**config.mk**
```make
export PLATFORM = sky130hd
export DESIGN_NAME = button_conditioner
export DESIGN_NICKNAME = d
export VERILOG_FILES = /design/src/rtl/button_conditioner.sv
export SDC_FILE = /design/constraint.sdc
export NUM_CORES = 1
export LEC_CHECK = 0
export BUFFER_PORTS_ARGS = -buffer_cell sky130_fd_sc_hd__buf_2
export CORE_MARGIN = 2
export CORE_UTILIZATION = 55
export DETAILED_ROUTE_END_ITERATION = 7
export PLACE_DENSITY = 0.76
export SLEW_MARGIN = 20
export SYNTH_ARGS = -nofsm -noshare
export SYNTH_HDL_FRONTEND = slang
export SYNTH_SLANG_ARGS = --single-unit
```
**constraint.sdc**
```tcl
create_clock -name clk -period 2.3 [get_ports clk]
set_input_delay 0.575 -clock clk [delete_from_list [all_inputs] [get_ports clk]]
set_output_delay 0.575 -clock clk [all_outputs]
set_load 0.05 [all_outputs]
```
**src/rtl/button_conditioner.sv**
```systemverilog
`default_nettype none
// ============================================================================
// Module   : button_conditioner
// Brief    : Synchronises, debounces and edge-detects a raw push-button pin;
//            provides clean level, press/release strobes, toggle and counter.
// Revision : 1.0 - initial release
// ============================================================================
module button_conditioner #(
    parameter int LOG2STABLE = 16,
    parameter bit INVERT     = 1'b0
) (
    input  logic       clk,
    input  logic       rst,
    input  logic       btn_in,
    output logic       level,
    output logic       rise,
    output logic       fall,
    output logic       toggle,
    output logic [7:0] press_count
);

    localparam logic [LOG2STABLE-1:0] c_cnt_max = '1;

    logic                  r_s1;
    logic                  r_s2;
    logic [LOG2STABLE-1:0] r_cnt;
    logic                  r_level;
    logic                  r_rise;
    logic                  r_fall;
    logic                  r_toggle;
    logic [7:0]            r_press_count;

    always_ff @(posedge clk) begin
        if (rst) begin
            r_s1          <= 1'b0;
            r_s2          <= 1'b0;
            r_cnt         <= '0;
            r_level       <= 1'b0;
            r_rise        <= 1'b0;
            r_fall        <= 1'b0;
            r_toggle      <= 1'b0;
            r_press_count <= 8'h00;
        end else begin
            r_s1   <= btn_in ^ INVERT;
            r_s2   <= r_s1;
            r_rise <= 1'b0;
            r_fall <= 1'b0;
            // Any cycle agreeing with the accepted level restarts the window
            if (r_s2 == r_level) begin
                r_cnt <= '0;
            end else if (r_cnt != c_cnt_max) begin
                r_cnt <= r_cnt + 1'b1;
            end else begin
                r_cnt   <= '0;
                r_level <= r_s2;
                r_rise  <= r_s2;
                r_fall  <= ~r_s2;
                if (r_s2) begin
                    r_toggle      <= ~r_toggle;
                    r_press_count <= r_press_count + 8'd1;
                end
            end
        end
    end

    assign level       = r_level;
    assign rise        = r_rise;
    assign fall        = r_fall;
    assign toggle      = r_toggle;
    assign press_count = r_press_count;

endmodule
`default_nettype wire

```
==> results.ini, run 1 <==
[drt]
wire_per_inst_um=11.7
route.detailed.drc=0
drtIter0Drc=21
routed_wl_mm=2.19
drtPass1Iterations=4
ant_nets=0
vias=1003
via_per_inst=5.36

[cells_and_area]
num_antenna_cells=0
layout_common_cells=30 x dfxtp_1, 19 x nor2_1, 14 x buf_2
layout-drive-gt1-share_pct=15.7
nNetsFinal=163
final_common_cell=dfxtp_1
fillers=191
design_area_um2=1420
syn_to_final_growth_pct=11.9

[synthesis]
syn_avg_cell_area_um2=8.98
netlist_area_um2=1270
yosysWarnings=0
yosysSeqAreaShare_pct=47.4
syn-num-nets=146
ys_types=26
ys_seq_elements=30
synth_cells=141

[global_routing]
antenna_found_initial=0
grt_max_degree=23
track_usage_pct=19.9
grt-ovfl-total=0
grt_pass1_vias=876
grt_pass1_wl_mm=3.78

[clock_network]
hold_buffers=0
clock_path_buffers=2
cts_buffers=5
clk_pin_slew_worst_paths_ps=110
cts_resized=0
cts_tree=yes
cts.htree.levels=2
root_buffer=clkbuf_4
cts_setup_buffers=0
clock_latency_ps=340
numClockSinks=30

[power_and_ir_drop]
vdd_drop_max_v=0.000575
leakage_nw=0.481
cellPowerDensity_nw_per_um2=610

[floorplan]
io_pins=15
fp.dieH_um=52.0
die_x_um=52.0
die-area_um2=2700
initial_core_util_pct=57.8
rows=17
core_area_um2=2190

[critical_path]
endpoint_kind=flop
path_max_fanout=22
cpMaxStageDelayCell=or4_4
crit_path_cell_trace=nand4_4 > or4_4 > or4_1 > a21oi_1
critPathRequiredTime_ps=2570
start_kind=flop
startpoint=r_cnt[5]
crit_type=flop to flop
arrival_ps=2340
timing.rr.start=r_cnt[5]
slowest_delay_ps=700

[timing]
maxSlewViolCount=0
timing.final.crit_share_pct=89.8
worst_pin_slew_ps=431
tns_ps=0
hold_viol=0
final.min_clock_period_ps=2070
rsz0062_at_grt=no
max-slew-margin-rel_pct=71.3
skew_ps=17.2
setup_viol=0
max_freq_mhz=484

[worst_hold_path]
hp-start=btn_in
hold_path.class=primary input to flop

[job]
max_cap_violations=0

[placement]
port_buffers=14
dp_hpwl_mm=1.53
placed_area_um2=1350
gp_congestion=0.797

[status]
status=complete, no violations

## where the power goes
group / internal, mW / switching, mW / leakage [nW]
clock: 0.147 / 0.184 / 0.0343
combinational: 0.00328 / 0.00827 / 0.205
sequential: 0.521 / 0.00143 / 0.242
total: 0.671 / 0.193 / 0.481
## sequential cells by signal, indices dropped and copies added, names as in the netlist
name	count
fall	1
level	1
press_count	8
r_cnt	16
r_s1	1
r_s2	1
rise	1
toggle	1
## synthesized netlist by cell type
| cell | count | area (µm²) |
|---|---|---|
| nand2b_1 | 2 | 12.5 |
| nand3_1 | 5 | 25.0 |
| ha_1 | 2 | 25.0 |
| mux2i_1 | 1 | 10.0 |
| o21ai_0 | 6 | 30.0 |
| a21o_1 | 1 | 7.51 |
| clkbuf_1 | 4 | 15.0 |
| nor4_1 | 4 | 25.0 |
| nor2b_1 | 2 | 12.5 |
| dfxtp_1 | 30 | 601 |
| buf_6 | 1 | 11.3 |
| nand4_1 | 4 | 25.0 |
| nor3_1 | 5 | 25.0 |
| o31ai_1 | 4 | 30.0 |
| a21oi_1 | 10 | 50.1 |
| or4_1 | 4 | 30.0 |
| xor2_1 | 1 | 8.76 |
| or4_4 | 1 | 11.3 |
| nor2_1 | 19 | 71.3 |
| nand4_4 | 1 | 21.3 |
| or2b_1 | 1 | 7.51 |
| xnor2_1 | 12 | 105 |
| inv_1 | 6 | 22.5 |
| or3_1 | 6 | 37.5 |
| and4b_1 | 2 | 20.0 |
| nand2_1 | 7 | 26.3 |
## path summary, 6_finish.rpt
path,end,slack [ps],depth (start not counted)
worst max-delay path,press_count[6],230,4
worst min-delay path,r_s1,460,2
worst max register to register,press_count[6],230,4
worst min register to register,r_s2,460,1
## layer usage
metal  global-route usage [%]  vias up  share of wire [%]
li1                         -      524                  -
met1                     25.7      455                 50
met2                     27.2       22                 44
met3                     9.48        2                5.1
met4                     10.5        0                1.2
met5                        0        -                  0
## through the flow
stage / hold WS, ps / std cells / power [mW] / worst slack [ps] / utilization, %
finish: 456 / 187 / 0.865 / 234 / 64.6
floorplan: 414 / 141 / 0.542 / 194 / -
detailed placement: 442 / 179 / 0.546 / 230 / 61.7
global route: 446 / 187 / 0.896 / 83.8 / 64.6
CTS: 450 / 187 / 0.874 / 234 / 64.6
global placement: 428 / 179 / 0.546 / 303 / 61.7
## critical path: cells and delay by family (launching register included)
kind,cells,cell delay [ps]
compound gates,1,170
simple gates,3,1420
flops,1,430
## area by class of cell
class / count / area (µm²) / share of cell area, %
clock buffers: 6 / 51.3 / 3.62
clock inverters: 2 / 12.5 / 0.883
inverters: 6 / 22.5 / 1.59
multi-input cells: 100 / 617 / 43.6
flip-flops and latches: 30 / 601 / 42.4
well taps: 28 / 35.0 / 2.47
repair buffers: 15 / 77.6 / 5.48
## kinds of logic (layout without fill, tap and decap cells)
| logic type | after synthesis | count (layout) | synth area share, % |
|---|---|---|---|
| buffers and inverters | 11 | 29 | 3.85 |
| AOI/OAI and AO/OA | 21 | 21 | 9.29 |
| DFF | 30 | 30 | 47.4 |
| muxes | 1 | 1 | 0.791 |
| xor gates and xnor gates | 13 | 13 | 8.99 |
| and+or+nand+nor | 63 | 63 | 27.7 |
| adders and majority gates | 2 | 2 | 1.98 |
(Power assumes the default switching activity.)
==> run 2: changes to the inputs <==
- CORE_ASPECT_RATIO: default -> 1.75
==> run 2 against run 1 <==
Against the previous run:
- setup slack got worse by 15 ps
- wire length rose by 13%
- critical path type unchanged
- via count rose by 4.7%
==> results.ini, run 2 (synthesis gave the netlist of run 1 again) <==
[power_and_ir_drop]
vdd_drop_max_v=0.000716  ; +25%
leakage_nw=0.504  ; +4.9%
cellPowerDensity_nw_per_um2=723  ; +18%

[drt]
wire_per_inst_um=13.4  ; +14%
via_per_inst=5.71  ; +6.4%
routed_wl_mm=2.47  ; +13%
ant_nets=0  ; unchanged
drtPass1Iterations=6  ; +2
route.detailed.drc=0  ; unchanged
drtIter0Drc=29  ; +38%
vias=1050  ; +4.7%

[floorplan]
core_area_um2=2240  ; +2.5%
fp.dieH_um=67.5  ; +30%
initial_core_util_pct=56.4  ; -1.4 points
die_x_um=40.3  ; -23%
rows=23  ; +6
die-area_um2=2720  ; +0.57%
io_pins=15  ; unchanged

[placement]
gp_congestion=0.799  ; +0.20%
pre_cts_slack_ps=228  ; -2.33 ps
dp_hpwl_mm=1.72  ; +12%
port_buffers=14  ; unchanged

[clock_network]
cts.htree.levels=2  ; unchanged
clock_latency_ps=290  ; -50 ps
clk_pin_slew_worst_paths_ps=70  ; -40 ps
root_buffer=clkbuf_8
cts_setup_buffers=0  ; unchanged
cts_resized=0  ; unchanged
cts_tree=yes
numClockSinks=30  ; unchanged
hold_buffers=0  ; unchanged
cts_buffers=5  ; unchanged
clock_path_buffers=2  ; unchanged

[timing]
worst_pin_slew_ps=427  ; -3.80 ps
maxSlewViolCount=0  ; unchanged
final.min_clock_period_ps=2080  ; +15.2 ps
timing.final.crit_share_pct=90.5  ; +0.66 points
max_freq_mhz=481  ; -0.73%
rsz0062_at_grt=no
tns_ps=0  ; unchanged
setup_viol=0  ; unchanged
hold_viol=0  ; unchanged
layout_setup_ws_ps=219  ; -15.2 ps
max-slew-margin-rel_pct=71.5  ; +0.25 points
skew_ps=11.1  ; -6.14 ps

[cells_and_area]
nNetsFinal=163  ; unchanged
num_antenna_cells=0  ; unchanged
ff_latch_area_um2=601  ; unchanged
syn_to_final_growth_pct=15.1
fillers=197  ; +3.1%
layout_common_cells=30 x dfxtp_1, 19 x nor2_1, 14 x buf_2
multi_input_area_um2=617  ; unchanged
largest_reg_flops=16  ; unchanged
layout-drive-gt1-share_pct=15.7  ; unchanged
largest_register=r_cnt
final_common_cell=dfxtp_1

[critical_path]
timing.rr.start=r_cnt[0]
endpoint_kind=flop
arrival_ps=2300  ; -40 ps
crit_type=flop to flop
critPathRequiredTime_ps=2520  ; -50 ps
start_kind=flop
r2r_end=press_count[5]
r2r_cells=5  ; +1
startpoint=r_cnt[0]
path_max_fanout=22  ; unchanged
crit_end=press_count[5]
rrSetupSlack_ps=220  ; -20 ps

[global_routing]
grt_pass1_wl_mm=4.07  ; +7.7%
grt_use_met2_pct=41.1  ; +14 points
antenna_found_initial=0  ; unchanged
track_usage_pct=23.2  ; +3.3 points
grtUsageMet1_pct=19.0  ; -6.7 points
grt_pass1_vias=1010  ; +15%
grt_max_degree=23  ; unchanged
busiest_layer=met2
grt-ovfl-total=0  ; unchanged
use_met3_pct=8.88  ; -0.60 points

[job]
max_cap_violations=0  ; unchanged

[worst_hold_path]
hold_path.class=flop to flop

[status]
status=complete, no violations

run 2: cell types whose count changed in the layout (fill, tap and decap cells not counted):
cell,previous run,this run
bufinv_16,0,1
clkbuf_4,5,0
clkbuf_8,1,5
clkinv_2,1,2
clkinvlp_4,1,0
run 2: per-layer routing:
metal  up-vias  part of all wire, %
met3         5                  4.3
met2        29                   56
met5         -                    0
met1       488                   37
li1        528                    -
met4         0                  2.4
run 2: where the power goes:
group | internal (mW) | total, mW | switching (mW)
Combinational | 0.00329 | 0.0116 | 0.00828
Sequential | 0.522 | 0.523 | 0.00158
Clock | 0.318 | 0.519 | 0.201
Total | 0.843 | 1.05 | 0.211
run 2: worst min-delay path by stage:
stage	from	endpoint	slack, ps	depth (start not counted)
detailed placement	r_s1	r_s2	430	1
CTS	r_cnt[0]	r_cnt[0]	470	1
finish	r_cnt[0]	r_cnt[0]	480	1
global route	r_s1	r_s2	490	1
global placement	r_s1	r_s2	430	1
floorplan	r_s1	r_s2	410	1
run 2: layout make-up:
cell class	count	area share [%]
Multi-Input combinational cell	100	42.3
Sequential cell	30	41.2
Timing Repair Buffer	15	5.32
Clock buffer	5	4.72
Clock inverter	3	2.75
Tap cell	25	2.15
Inverter	6	1.55
run 2: through the flow:
stage	total power [mW]	utilization (%)	instance area, µm²	instances	hold WS (ps)
finish	1.05	64.9	1460	184	477
global route	1.09	64.9	1460	184	491
CTS	1.07	64.9	1460	184	472
detailed placement	0.546	60.1	1350	176	435
global placement	0.546	60.1	1350	176	426
floorplan	0.542	-	1270	141	414
run 2: worst max-delay path, stage by stage, from the launching register on:
cell and delay, ps:
dfxtp_1 370, ha_1 200, nand3_1 100, or4_4 650, or4_1 540, a21oi_1 160
